File: src/rtl/prefetch_pkg.sv
// Shared types for the instruction prefetcher: FSM state encoding and the
// queue entry layout at the default widths.
package prefetch_pkg;

    localparam int PF_ADDRESS_WIDTH     = 11;
    localparam int PF_INSTRUCTION_WIDTH = 16;

    typedef enum logic [1:0] {
        IDLE = 2'd0,
        WAIT = 2'd1,
        DROP = 2'd2
    } prefetch_state_t;

    typedef struct packed {
        logic [PF_INSTRUCTION_WIDTH-1:0] instruction;
        logic [PF_ADDRESS_WIDTH-1:0]     pc;
    } prefetch_entry_t;

endpackage

File: src/rtl/prefetch_queue.sv
// Circular buffer of fetched entries with flush; the head reads as zero when
// the buffer is empty so downstream never sees stale words.
module prefetch_queue #(
    parameter int WIDTH = 27,
    parameter int DEPTH = 2,
    localparam int PW   = $clog2(DEPTH),
    localparam int CW   = PW + 1
) (
    input  logic             clk,
    input  logic             rst_n,
    input  logic             flush,
    input  logic             push,
    input  logic [WIDTH-1:0] push_data,
    input  logic             pop,
    output logic [WIDTH-1:0] head,
    output logic [CW-1:0]    count
);

    logic [WIDTH-1:0] mem [DEPTH];
    logic [PW-1:0]    rd_ptr;
    logic [PW-1:0]    wr_ptr;
    logic [CW-1:0]    count_q;
    logic             do_push;
    logic             do_pop;

    assign do_push = push && (count_q != CW'(DEPTH));
    assign do_pop  = pop && (count_q != '0);

    always_ff @(posedge clk or negedge rst_n) begin
        if (!rst_n) begin
            rd_ptr  <= '0;
            wr_ptr  <= '0;
            count_q <= '0;
        end else if (flush) begin
            rd_ptr  <= '0;
            wr_ptr  <= '0;
            count_q <= '0;
        end else begin
            if (do_push) wr_ptr <= wr_ptr + 1'b1;
            if (do_pop)  rd_ptr <= rd_ptr + 1'b1;
            case ({do_push, do_pop})
                2'b10:   count_q <= count_q + 1'b1;
                2'b01:   count_q <= count_q - 1'b1;
                default: count_q <= count_q;
            endcase
        end
    end

    // Storage needs no reset: reads are masked by the count.
    always_ff @(posedge clk) begin
        if (do_push && !flush) mem[wr_ptr] <= push_data;
    end

    assign head  = (count_q == '0) ? '0 : mem[rd_ptr];
    assign count = count_q;

endmodule

File: src/rtl/instruction_prefetch.sv
// Fetches instructions from memory one request at a time and buffers them
// for the control unit; redirects flush the buffer and reload the pointer.
module instruction_prefetch
    import prefetch_pkg::*;
#(
    parameter int ADDRESS_WIDTH     = PF_ADDRESS_WIDTH,
    parameter int INSTRUCTION_WIDTH = PF_INSTRUCTION_WIDTH,
    parameter int DEPTH             = 2,
    localparam int CW               = $clog2(DEPTH) + 1
) (
    input  logic                         clock_in,
    input  logic                         reset_in,
    input  logic                         redirect_in,
    input  logic [ADDRESS_WIDTH-1:0]     redirect_address_in,
    output logic                         imem_req_out,
    output logic [ADDRESS_WIDTH-1:0]     imem_address_out,
    input  logic                         imem_ack_in,
    input  logic                         imem_valid_in,
    input  logic [INSTRUCTION_WIDTH-1:0] imem_data_in,
    output logic [INSTRUCTION_WIDTH-1:0] instruction_out,
    output logic [ADDRESS_WIDTH-1:0]     instruction_pc_out,
    output logic                         instruction_valid_out,
    input  logic                         instruction_take_in,
    output logic [CW-1:0]                queue_count_out,
    output prefetch_state_t              state_out
);

    localparam int EW = INSTRUCTION_WIDTH + ADDRESS_WIDTH;

    // Handshake: a request transfers on the cycle where imem_req_out and
    // imem_ack_in are both high; imem_valid_in is a one-cycle data strobe
    // that arrives no earlier than the cycle after the accepting ack.
    prefetch_state_t            state_q, state_d;
    logic [ADDRESS_WIDTH-1:0]   fetch_ptr;
    logic [ADDRESS_WIDTH-1:0]   req_pc;
    logic                       push;
    logic                       pop;
    logic [EW-1:0]              head;

    always_comb begin
        state_d      = state_q;
        imem_req_out = 1'b0;
        push         = 1'b0;
        case (state_q)
            IDLE: begin
                // Reset gating keeps the request quiet while reset is held.
                imem_req_out = (queue_count_out < CW'(DEPTH)) && !redirect_in && reset_in;
                if (imem_req_out && imem_ack_in) state_d = WAIT;
            end
            WAIT: begin
                if (imem_valid_in) begin
                    push    = !redirect_in;
                    state_d = IDLE;
                end else if (redirect_in) begin
                    state_d = DROP;
                end
            end
            DROP: begin
                if (imem_valid_in) state_d = IDLE;
            end
            default: state_d = IDLE;
        endcase
    end

    always_ff @(posedge clock_in or negedge reset_in) begin
        if (!reset_in) begin
            state_q   <= IDLE;
            fetch_ptr <= '0;
            req_pc    <= '0;
        end else begin
            state_q <= state_d;
            if (redirect_in) begin
                fetch_ptr <= redirect_address_in;
            end else if (imem_req_out && imem_ack_in) begin
                fetch_ptr <= fetch_ptr + 1'b1;
                req_pc    <= fetch_ptr;
            end
        end
    end

    assign pop = instruction_take_in && !redirect_in;

    prefetch_queue #(
        .WIDTH (EW),
        .DEPTH (DEPTH)
    ) u_queue (
        .clk       (clock_in),
        .rst_n     (reset_in),
        .flush     (redirect_in),
        .push      (push),
        .push_data ({imem_data_in, req_pc}),
        .pop       (pop),
        .head      (head),
        .count     (queue_count_out)
    );

    assign imem_address_out      = fetch_ptr;
    assign instruction_out       = head[EW-1:ADDRESS_WIDTH];
    assign instruction_pc_out    = head[ADDRESS_WIDTH-1:0];
    assign instruction_valid_out = (queue_count_out != '0);
    assign state_out             = state_q;

endmodule

File: config.mk
export PLATFORM = sky130hd
export DESIGN_NAME = instruction_prefetch
export DESIGN_NICKNAME = d
export VERILOG_FILES = /design/src/rtl/prefetch_pkg.sv /design/src/rtl/prefetch_queue.sv /design/src/rtl/instruction_prefetch.sv
export SDC_FILE = /design/constraint.sdc
export NUM_CORES = 1
export LEC_CHECK = 0
export ABC_AREA = 1
export CORE_MARGIN = 4
export CORE_UTILIZATION = 30
export CTS_CLUSTER_DIAMETER = 120
export DETAILED_ROUTE_END_ITERATION = 6
export PLACE_DENSITY = 0.64
export SETUP_SLACK_MARGIN = 0.05
export SYNTH_ARGS = -nofsm -noshare
export SYNTH_HDL_FRONTEND = slang
export SYNTH_SLANG_ARGS = --single-unit
export TNS_END_PERCENT = 20
File: constraint.sdc
create_clock -name clock_in -period 4.6 [get_ports clock_in]
set_input_delay 0.92 -clock clock_in [delete_from_list [all_inputs] [get_ports clock_in]]
set_output_delay 0.92 -clock clock_in [all_outputs]
set_load 0.01 [all_outputs]
==> flow_summary.toml <==
[global_route]
grt_pass1_vias = 2677
antenna_found_initial = 0
grt_first_pass_wirelength_um = 13100
grt-ovfl-total = 0
grt_max_degree = 30
grt_usage_pct = 12.4

[cts]
cts_setup_buffers = 0
h-tree-depth = 3
clock-sinks = 82
numCtsBuffers = 9
clkTransAtPathRegs_ns = 0.06
clk_path_buf_depth = 2
hold_buffers = 0
cts_tree = "yes"
root_buffer = "clkbuf_16"
clkLatencyLatePin_ns = 0.33
cts_resized = 0

[synth]
ys_types = 28
synth_most_common_cell = "nand2_1"
synthTopCellsByCount = "nand2_1, edfxtp_1, a21oi_1, dfrtp_1, nand3_1"
ys.flop_type = "edfxtp_1"
syn_nets = 370
synth.area.top_cells = "edfxtp_1, dfrtp_1, nand2_1, a21oi_1, nand3_1"
synthArstFlopShare_pct = 34.1
yosysTopAreaCell = "edfxtp_1"
yosysWarnings = 0
ys_seq_area_share_pct = 65.3
synthCells = 336
synth-edff-count = 54
ys_ff_latch = 82
netlist_area_um2 = 3560
synth.avg_cell_area_um2 = 10.6
synth_top_area_share_pct = 45.6

[critical_path]
worstRegToRegCells = 6
critPathMaxFanout = 2
startpoint_type = "primary input"
path_common_cell = "clkdlybuf4s50_1"
arrival_ns = 2.38
slowest_stage = "clkdlybuf4s50_1"
crit_path_end_kind = "primary output"
crit_chain = "clkdlybuf4s50_1, nand2_2, nor3_1, clkdlybuf4s50_1"
worstSetupPathType = "primary input to primary output"
r2r_setup_slack_ns = 2.91
worstPathRequired_ns = 3.68
r2r-start = "state_out[1]$_DFFE_PN0P_"
cpPeakStageDelay_ns = 0.58
r2r_end = "u_queue.mem[0][0]$_DFFE_PP_"

[min_path]
min_path_cells = 0
whs_endpoint = "u_queue.mem[0][6]$_DFFE_PP_"
min_from = "req_pc[6]$_DFFE_PN0P_"
hold_class = "register to register"

[sta]
rsz0062_at_grt = "no"
finalClockSkew_ns = 0.00908
finalCritPeriodShare_pct = 71.7
max-slew-margin-rel_pct = 36.0
tns_ns = 0
setup-violations-final = 0
slew_viol_final = 0
min_period_ns = 3.30
max_freq_mhz = 303
worst_slack_ns = 1.30
tightestPinTransition_ns = 0.959
finalHoldViolCount = 0

[layout]
num_antenna_cells = 0
fin_nets = 450
drive_above_1_share_pct = 11.2
syn2layout_area_growth_pct = 33.4

[route]
drt_pass1_iterations = 4
drc = 0
drt_iter0_markers = 83
via_per_inst = 4.52
wire_per_inst_um = 13.8
ant_nets = 0
wl_um = 7800
dr_total_vias = 2551

[placed_design]
dp_hpwl_um = 5380
io_buffers = 76
dp_slack_ns = 1.28
gp_congestion = 0.727

[die]
core_um2 = 11500
fp.dieW_um = 117
start_util_pct = 30.9
ios = 77
row_count = 39
die-area_um2 = 13700
dieHeight_um = 117

[power_and_ir_drop]
powerDensity_nw_per_um2 = 371
p_leak_nw = 1.85
ir_drop_mv = 0.169

[run_status]
status = "finished, final reports clean"

[run]
drv_cap = 0
per-layer routing:
layer / track usage, % / wire (um) / vias to the layer above
met4: 4.43 / 133 / 0
met2: 21.2 / 3810 / 64
met5: 0 / 0 / -
met1: 15.4 / 3430 / 1192
met3: 2.83 / 428 / 12
li1: - / - / 1283
cells in the final DEF, fill, tap and decap left out, types with 5 or more instances in the layout:
cell,netlist,routed
inv_1,19,19
a21oi_1,29,29
nor2_1,7,5
clkbuf_16,0,10
nand2_1,119,119
nand4_1,5,5
o21ai_2,8,8
nor2_2,3,5
nand3_1,22,22
clkdlybuf4s50_1,0,76
dfrtp_1,28,28
edfxtp_1,54,54
buf_4,1,5
logic make-up after synthesis:
kind of cell	count (synthesis)	share of synthesized area [%]
xor+xnor	2	0.492
compound gates	46	7.66
flops	82	65.3
buf+inv	36	5.06
simple gates	169	21.2
fa+ha+maj	1	0.352
metrics by stage:
step | instance area [um^2] | power (mW) | std cells | util, % | hold WS, ns
floorplan | 3560 | 0.994 | 336 | - | 0.442
global placement | 4460 | 1.10 | 548 | 38.7 | 0.452
detailed placement | 4460 | 1.10 | 548 | 38.7 | 0.452
CTS | 4750 | 1.79 | 564 | 41.2 | 0.470
global route | 4750 | 1.85 | 564 | 41.2 | 0.498
finish | 4750 | 1.76 | 564 | 41.2 | 0.464
final cells by class:
class	instances	area, um^2
sequential	82	2320
multi-input combinational	218	1060
fill	1178	6770
timing repair buffer	81	798
inverter	24	95.1
clock buffer	11	254
tap	143	179
clock inverter	5	36.3
sequential cells by signal, summed over array words and instances (netlist names):
signal            count
u_queue.mem          54
imem_address_out     11
req_pc               11
state_out             2
u_queue.count         2
u_queue.rd_ptr        1
u_queue.wr_ptr        1
report_power, final:
| group | internal, mW | switching (mW) | total [mW] |
|---|---|---|---|
| registers | 0.841 | 0.0407 | 0.882 |
| clock network | 0.400 | 0.273 | 0.674 |
| logic | 0.0999 | 0.105 | 0.205 |
| total | 1.34 | 0.419 | 1.76 |
worst max-delay path, delay by kind of cell:
kind	cells	cell delay [ns]
buf+inv	2	1.12
simple gates	2	0.33
worst max path at each step:
stage,start,to,slack [ns]
final,reset_in,imem_req_out,1.30
after detailed placement,reset_in,imem_req_out,1.28
after global routing,u_queue.rd_ptr$_DFFE_PN0P_,instruction_out[0],1.11
after CTS,reset_in,imem_req_out,1.25
after global placement,reset_in,imem_req_out,1.25
after floorplan,redirect_in,u_queue.mem[1][0]$_DFFE_PP_,1.67
No activity file was read; power rests on OpenSTA's default activity.
